--- config.mk ---
export PLATFORM = sky130hd
export DESIGN_NAME = axis_frame_sink
export DESIGN_NICKNAME = d
export VERILOG_FILES = /design/src/rtl/axis_frame_sink.sv
export SDC_FILE = /design/constraint.sdc
export NUM_CORES = 1
export LEC_CHECK = 0
export CAP_MARGIN = 20
export CORE_MARGIN = 2
export CORE_UTILIZATION = 28
export DETAILED_ROUTE_END_ITERATION = 8
export GPL_ROUTABILITY_DRIVEN = 0
export PLACE_DENSITY_LB_ADDON = 0.3
export SLEW_MARGIN = 20
export SYNTH_ARGS = -nofsm -noshare
export SYNTH_HDL_FRONTEND = slang
export SYNTH_SLANG_ARGS = --single-unit
--- constraint.sdc ---
create_clock -name clk -period 3 [get_ports clk]
set_clock_uncertainty 0.05 [all_clocks]
set_input_delay 0.45 -clock clk [delete_from_list [all_inputs] [get_ports clk]]
set_output_delay 0.45 -clock clk [all_outputs]
set_load 0.05 [all_outputs]
--- src/rtl/axis_frame_sink.sv ---
// AXI4-Stream RGB frame sink: checks Nrows x Ncol geometry and reports per-channel
// pixel sums with a one-cycle done strobe for each complete frame.
module axis_frame_sink #(
    parameter int Nrows = 480,
    parameter int Ncol  = 640,
    parameter int SUM_W = 32
) (
    input  logic             clk,
    input  logic             rst,
    input  logic             s_axis_tvalid,
    input  logic             s_axis_tuser,
    input  logic             s_axis_tlast,
    input  logic [23:0]      s_axis_tdata,
    output logic             s_axis_tready,
    input  logic             err_clear,
    output logic             frame_done,
    output logic [SUM_W-1:0] sum_r,
    output logic [SUM_W-1:0] sum_g,
    output logic [SUM_W-1:0] sum_b,
    output logic [15:0]      frame_cnt,
    output logic [15:0]      drop_cnt,
    output logic             err_early_eol,
    output logic             err_late_eol,
    output logic             err_sof_mid
);
    localparam int COL_W = $clog2(Ncol + 1);
    localparam int ROW_W = $clog2(Nrows + 1);
    localparam logic [COL_W-1:0] COL_LAST = COL_W'(Ncol - 1);
    localparam logic [ROW_W-1:0] ROW_LAST = ROW_W'(Nrows - 1);

    typedef enum logic [1:0] {WAIT_SOF, IN_FRAME, REPORT} state_t;

    state_t            state_reg, state_next;
    logic [COL_W-1:0]  col_reg, col_next;
    logic [ROW_W-1:0]  row_reg, row_next;
    logic [15:0]       drop_reg, drop_next;
    logic [15:0]       frame_cnt_reg;
    logic              tready_reg, done_reg;
    logic              early_reg, late_reg, sof_reg;
    logic              early_set, late_set, sof_set;
    logic              sum_load, sum_add, accept, start;

    // Channel index 0 = B, 1 = G, 2 = R, matching the tdata byte order.
    logic [SUM_W-1:0]  chan_ext [3];
    logic [SUM_W-1:0]  run_sum_reg [3];
    logic [SUM_W-1:0]  run_sum_next [3];
    logic [SUM_W-1:0]  sum_out_reg [3];

    assign accept = s_axis_tvalid && tready_reg;
    assign start  = accept && s_axis_tuser && (state_reg != REPORT);

    genvar gi;
    generate
        for (gi = 0; gi < 3; gi++) begin : g_chan
            assign chan_ext[gi]     = SUM_W'(s_axis_tdata[8*gi +: 8]);
            assign run_sum_next[gi] = sum_load ? chan_ext[gi] :
                                      sum_add  ? run_sum_reg[gi] + chan_ext[gi] :
                                                 run_sum_reg[gi];
        end
    endgenerate

    always_comb begin
        state_next = state_reg;
        col_next   = col_reg;
        row_next   = row_reg;
        drop_next  = drop_reg;
        sum_load   = 1'b0;
        sum_add    = 1'b0;
        early_set  = 1'b0;
        late_set   = 1'b0;
        sof_set    = 1'b0;
        case (state_reg)
            WAIT_SOF: begin
                if (accept && !s_axis_tuser && drop_reg != 16'hFFFF)
                    drop_next = drop_reg + 16'd1;
            end
            IN_FRAME: begin
                if (accept && s_axis_tuser) begin
                    sof_set = 1'b1;
                end else if (accept) begin
                    sum_add = 1'b1;
                    // A line ends on tlast or at the last column, whichever comes first.
                    if (s_axis_tlast || col_reg == COL_LAST) begin
                        early_set = s_axis_tlast && (col_reg != COL_LAST);
                        late_set  = !s_axis_tlast && (col_reg == COL_LAST);
                        col_next  = '0;
                        row_next  = row_reg + 1'b1;
                        if (row_reg == ROW_LAST)
                            state_next = REPORT;
                    end else begin
                        col_next = col_reg + 1'b1;
                    end
                end
            end
            REPORT:   state_next = WAIT_SOF;
            default:  state_next = WAIT_SOF;
        endcase
        // SOF restarts the frame from either WAIT_SOF or mid-frame.
        if (start) begin
            sum_load   = 1'b1;
            state_next = IN_FRAME;
            if (s_axis_tlast && Ncol == 1) begin
                col_next = '0;
                row_next = ROW_W'(1);
            end else begin
                col_next = COL_W'(1);
                row_next = '0;
            end
        end
    end

    always_ff @(posedge clk or negedge rst) begin
        if (!rst) begin
            state_reg     <= WAIT_SOF;
            col_reg       <= '0;
            row_reg       <= '0;
            drop_reg      <= '0;
            frame_cnt_reg <= '0;
            tready_reg    <= 1'b0;
            done_reg      <= 1'b0;
            early_reg     <= 1'b0;
            late_reg      <= 1'b0;
            sof_reg       <= 1'b0;
            for (int i = 0; i < 3; i++) begin
                run_sum_reg[i] <= '0;
                sum_out_reg[i] <= '0;
            end
        end else begin
            state_reg  <= state_next;
            col_reg    <= col_next;
            row_reg    <= row_next;
            drop_reg   <= drop_next;
            tready_reg <= (state_next != REPORT);
            done_reg   <= (state_next == REPORT);
            // A new error in the same cycle as err_clear keeps its flag set.
            early_reg  <= (early_reg && !err_clear) || early_set;
            late_reg   <= (late_reg  && !err_clear) || late_set;
            sof_reg    <= (sof_reg   && !err_clear) || sof_set;
            for (int i = 0; i < 3; i++)
                run_sum_reg[i] <= run_sum_next[i];
            if (state_next == REPORT) begin
                frame_cnt_reg <= frame_cnt_reg + 16'd1;
                for (int i = 0; i < 3; i++)
                    sum_out_reg[i] <= run_sum_next[i];
            end
        end
    end

    assign s_axis_tready = tready_reg;
    assign frame_done    = done_reg;
    assign sum_b         = sum_out_reg[0];
    assign sum_g         = sum_out_reg[1];
    assign sum_r         = sum_out_reg[2];
    assign frame_cnt     = frame_cnt_reg;
    assign drop_cnt      = drop_reg;
    assign err_early_eol = early_reg;
    assign err_late_eol  = late_reg;
    assign err_sof_mid   = sof_reg;
endmodule

==> results of run 1 <==
cell type report:
cell class,instances,area (sq um)
fillers,4071,25600
flip-flops and latches,250,6260
multi-input cells,869,5170
repair buffers,225,2200
clock buffers,43,901
well taps,532,666
clock inverters,13,155
inverters,16,62.6
cell usage after synthesis, drive strengths merged (6+ instances only):
library cell  number
ha                28
clkbuf            43
and3              19
and2               7
dfrtp            250
a21oi             41
a31oi              8
mux2               6
xnor2             77
nor2             127
nand3             53
a21o              13
a211oi            11
o21ai             93
and4               9
o31ai              6
inv               16
nand2            190
nand4             37
o21a              10
buf               10
nor4              10
xor2              56
nor3              18
routing by layer:
metal | up-vias | share of wire | global-route usage
li1 | 4502 | - | -
met1 | 4431 | 0.47 | 0.196
met2 | 150 | 0.46 | 0.243
met3 | 46 | 0.045 | 0.0322
met4 | 0 | 0.024 | 0.0362
met5 | - | 0 | 0
cells by family after synthesis:
family                   count (synthesis)
multiplexers                             7
AND/OR/NAND/NOR                        490
adder cells (fa/ha/maj)                 31
buffers and inverters                   69
XOR/XNOR                               133
flip-flops                             250
AO/OA/AOI/OAI                          208
power by group through the flow:
stage                     Clock (mW)  Sequential (mW)  Combinational [mW]
after detailed placement           0             3.62                1.20
final                           3.85             3.56                1.18
after CTS                       3.97             3.56                1.21
after floorplan                    0             3.60               0.730
after global routing            4.11             3.57                1.33
after global placement             0             3.61                1.19
path summary, 6_finish.rpt:
| check | cells after the start | slack [ns] | to |
|---|---|---|---|
| min in group clk | 1 | 0.42 | frame_cnt[15] |
| max | 10 | 0.48 | sum_g[18] |
| min reg2reg | 1 | 0.42 | frame_cnt[15] |
| min | 2 | 0.37 | drop_cnt[4] |
| max reg2reg | 10 | 0.48 | sum_g[18] |
| max in group asynchronous | 3 | 1.81 | sum_b[13] |
worst max-delay path, delay by kind of cell, from the launching register on:
kind / cells / cell delay (ns)
flops: 1 / 0.38
buf+inv: 2 / 0.32
fa+ha+maj: 2 / 0.66
compound gates: 4 / 0.73
simple gates: 1 / 0.06
xor+xnor: 1 / 0.18
per-stage QoR:
stage / hold slack [ns] / worst slack (ns) / setup TNS [ns] / utilization / total power, mW
after global routing: 0.397 / 0.273 / 0 / 0.376 / 9.01
after floorplan: 0.104 / 0.437 / 0 / - / 4.33
after CTS: 0.365 / 0.423 / 0 / 0.376 / 8.73
after detailed placement: 0.383 / -0.0822 / -1.39 / 0.350 / 4.82
final: 0.371 / 0.478 / 0 / 0.376 / 8.59
after global placement: 0.387 / -0.0843 / -1.17 / 0.350 / 4.80
==> metrics.txt, run 1 <==
status completed; Diodes inserted 0; Yosys reg bits between 200 and 300; Area after DPL 14400 sq um; Seq/Total Area, Yosys 0.536; internal power about 6.3 mW; CP max FO 12; Critical R2R Launch run_sum_reg[32]; post-synth top area cell dfrtp_1; maximum number of pins on one net before global-route repair 77; Synth Area in Simple Gates 0.193; CP max-delay cell fa_1; register share of total power 0.414; vias in the first global route around 9400; Post-DRT Antenna Nets 0; RSZ-0062 raised after global routing no; core area slightly above 40000 sq um; Fin. Hold Viols 0; Sw Share 0.265; Syn Inst Count between 1000 and 1500; crit path time final 2.52 ns; share of the clock period used by the worst path after layout 0.841; Cell Rows 74; Clock Power Share 0.448; Clock Tree Root clkbuf_16; Worst-path clk slew 0.06 ns; Area Overhead vs Synth 32.1%; cells along the critical path ha_1, fa_1, a21o_1, a221oi_1, buf_4, o21a_1, buf_12, nor4b_1, xnor2_1, o21ai_0; ys flop type dfrtp_1; Fmax between 0.3 and 0.4 GHz; CTS resizes 0; I/O pin cnt around 160; NetSw roughly 2.3 mW; PortBufs ~160; Wirelength per Cell about 16 microns; area of the die approximately 43000 sq um; combinational family with the most area after synthesis simple AND/OR/NAND/NOR gates; design area 15400 sq um; DRT Pass-1 Iters 4; ys async rst share 1.00; die height between 200 and 250 microns; Hold Buf Count CTS 1; fraction of layout cells with a size suffix above 1 0.0932; most frequent cells in the layout dfrtp_1 (250), nand2_1 (190), clkdlybuf4s50_1 (161), nor2_1 (126), o21ai_0 (89); max_cap viols 0; DR DRC count 0; Static Leakage approximately 6.7 nW; DP HPWL 22200 microns; Final Non-Filler Cells roughly 1900; post-layout net count approximately 1500; Post-Syn Area per Cell between 9 and 10 sq um; Initial Utilization 0.285; Die Wd around 210 microns; CTS Buffer Depth 3; Worst-Skew Late Latency ~0.57 ns; cell area after synthesis 11700 sq um; Synth Area in Compound Gates 0.107; total gr overflow 0; cts bufs inserted 30; DR iter-0 viols ~450; CTS tree built; Synth Area in XOR/XNOR 0.0998; Sink Count 250; Post CTS Setup Buffer Count 0; WP data arrival slightly below 3 ns; first-pass GRT wire length slightly above 50000 microns; max reg flops 96; Worst Setup Start Kind register; initial antenna violation count 1; Worst Max-Slew Pin Slew 0.676 ns; relative slew slack 0.548; number of synthesized flops with an enable pin 0; WL final between 30000 and 40000 microns; max incr delay on CP ~0.42 ns; most common cell after layout, fill and taps aside dfrtp_1; Worst Setup SP run_sum_reg[32]; Syn Nets ~1200; placed cell count 1891; H-tree depth 1; Total GRT Usage 0.147; Slew Viols, Final 0; critical path class reg2reg; CP Capture Type register; vias per std cell between 4 and 5; Unique masters post-synth just under 60; Comb pwr share 0.138; VDD IR-drop max roughly 0.35 mV; # setup viols final 0; Via Count between 9000 and 10000; min-delay worst type in2async; PwrDens ~560 nW/um^2; share of the synthesized area in the top cell type 0.536; YS warnings 0; Area contributors post-synth dfrtp_1 (54%), nand2_1 (6.1%), xnor2_1 (5.8%); Critical Path RT 3.38 ns; Synth Area in Adders 0.0352; post-synthesis mux area share 0.00665
Power figures use the tool's default switching activity.
==> inputs of run 2 (changes only) <==
==> constraint.sdc (replaced) <==
create_clock -name clk -period 2.2 [get_ports clk]
set_clock_uncertainty 0.05 [all_clocks]
set_input_delay 0.33 -clock clk [delete_from_list [all_inputs] [get_ports clk]]
set_output_delay 0.33 -clock clk [all_outputs]
set_load 0.05 [all_outputs]
==> metrics.txt, run 2 (synthesis gave the netlist of run 1 again) <==
vias in the first global route around 10000; Post-DRT Antenna Nets 0; Critical Path RT 2.62 ns; WP data arrival 2.76 ns; I/O pin cnt approximately 160; fraction of layout cells with a size suffix above 1 0.364; core area between 40000 and 50000 sq um; Total GRT Usage 0.174; DR iter-0 viols 556; Cell Rows 74; register share of total power 0.373; # setup viols final 85; status complete, but fails checks; Sw Share 0.275; relative slew slack 0.620; Via Count around 10000; Worst Max-Slew Pin Slew 0.568 ns; Worst Setup Start Kind register; PwrDens around 670 nW/um^2; most frequent cells in the layout dfrtp_1 (247), buf_4 (159), nand2_1 (124), nor2_1 (120), clkdlybuf4s50_1 (74); RSZ-0062 raised after global routing yes; total power 13.1 mW; Final Non-Filler Cells roughly 2100; area of the die 43300 sq um; max_cap viols 0; failing checks negative setup slack; H-tree depth 1; Sink Count 250; NetSw 3.59 mW; Clock Power Share 0.421; most common cell after layout, fill and taps aside dfrtp_1; CP max FO 3; max reg flops between 90 and 100; CTS tree built; Area Overhead vs Synth 67.1%; cts bufs inserted 30; vias per std cell a little under 5; Clock Tree Root clkbuf_16; WL final ~40000 microns; CP Capture Type register; Worst-path clk slew 0.07 ns; Worst Setup Slack, final -0.143 ns; post-layout net count roughly 1600; Reg2Reg Setup Slack -0.14 ns; internal power about 9.5 mW; Fin. Hold Viols 0; Die Wd roughly 210 microns; VDD IR-drop max about 0.55 mV; PortBufs between 150 and 200; placed cell count a little under 2000; share of the clock period used by the worst path after layout 1.06; CTS Buffer Depth 3; Static Leakage 9.46 nW; Initial Utilization 0.285; maximum number of pins on one net before global-route repair 64; initial antenna violation count 4; first-pass GRT wire length ~60000 microns; Wirelength per Cell roughly 19 microns; total gr overflow 0; Worst-Skew Late Latency approximately 0.57 ns; critical path class reg2reg; DR DRC count 0; DRT Pass-1 Iters 5; Slew Viols, Final 0; Comb pwr share 0.206; Fmax between 0.4 and 0.5 GHz; crit path time final around 2.3 ns; die height 208 microns; DP HPWL 23300 microns; min-delay worst type in2async
[run 2: cell types whose count changed in the layout (fill, tap and decap cells not counted), moves of 27 or more]
cell | before | now
buf_16 | 0 | 27
buf_4 | 54 | 159
clkdlybuf4s50_1 | 161 | 74
dlymetal6s2s_1 | 0 | 58
nand2_1 | 190 | 124
nand2_2 | 0 | 27
nand2_4 | 0 | 39
o21ai_0 | 89 | 16
o21ai_1 | 4 | 38
o21ai_2 | 0 | 37
xnor2_1 | 77 | 48
xnor2_2 | 0 | 28
[run 2: metrics by stage]
stage / setup slack, ns / hold slack [ns] / setup TNS, ns / area, sq um / utilization
final: -0.143 / 0.278 / -5.49 / 19500 / 0.475
after global routing: -0.255 / 0.312 / -18.40 / 19500 / 0.475
after CTS: -0.176 / 0.269 / -7.94 / 17600 / 0.428
after detailed placement: -0.765 / 0.286 / -104.49 / 15000 / 0.366
after global placement: -0.722 / 0.288 / -101.28 / 15000 / 0.366
after floorplan: -0.0483 / -0.0156 / -0.0592 / 11700 / -
[run 2: cell type report]
class	instances	area [sq um]
Sequential cell	250	6260
Tap cell	532	666
Antenna cell	2	5.00
Fill cell	3698	21500
Clock buffer	41	863
Multi-Input combinational cell	869	7050
Timing Repair Buffer	386	4350
Clock inverter	15	236
Inverter	16	72.6
[run 2: power by group through the flow]
stage	Sequential (mW)	Combinational, mW	Clock (mW)
3_5_place_dp	4.92	1.92	0
3_3_place_gp	4.92	1.89	0
2_1_floorplan	4.91	1.03	0
5_1_grt	4.89	2.92	5.81
4_1_cts	4.86	2.20	5.65
6_report	4.87	2.69	5.50
[run 2: path summary, 6_finish.rpt]
kind                       cells past startpoint               to             start
setup reg to reg                              10         sum_r[6]    run_sum_reg[0]
max in group asynchronous                      3        sum_g[19]               rst
hold reg to reg                                1    frame_cnt[15]     frame_cnt[15]
setup / recovery                              10         sum_r[6]    run_sum_reg[0]
hold / removal                                 2      drop_cnt[4]               rst
min in group clk                               3  run_sum_reg[39]  s_axis_tdata[15]
[run 2: timing repair]
| action | in CTS | in global routing |
|---|---|---|
| buffers inserted | 21 | 36 |
| resized for setup | 252 | 338 |
| cloned | 25 | 5 |
| hold buffers | 1 | 0 |
| endpoints found under the hold margin | 57 | 0 |
| pin swaps | 102 | 134 |
| endpoints found under the setup margin | 200 | 231 |
[run 2: worst max-delay path, cell delays in order, from the launching register on]
cell and delay (ns):
dfrtp_1 0.39, ha_2 0.19, fa_2 0.34, a21o_1 0.20, a221oi_4 0.33, buf_4 0.17
xor2_1 0.13, nor2_1 0.07, a211oi_2 0.17, buf_4 0.15, a21oi_2 0.04
[run 2: metal layers]
metal | global-route usage | part of all wire
met1 | 0.239 | 0.45
met2 | 0.286 | 0.48
met3 | 0.0328 | 0.044
met4 | 0.0394 | 0.025
met5 | 0 | 0.00065
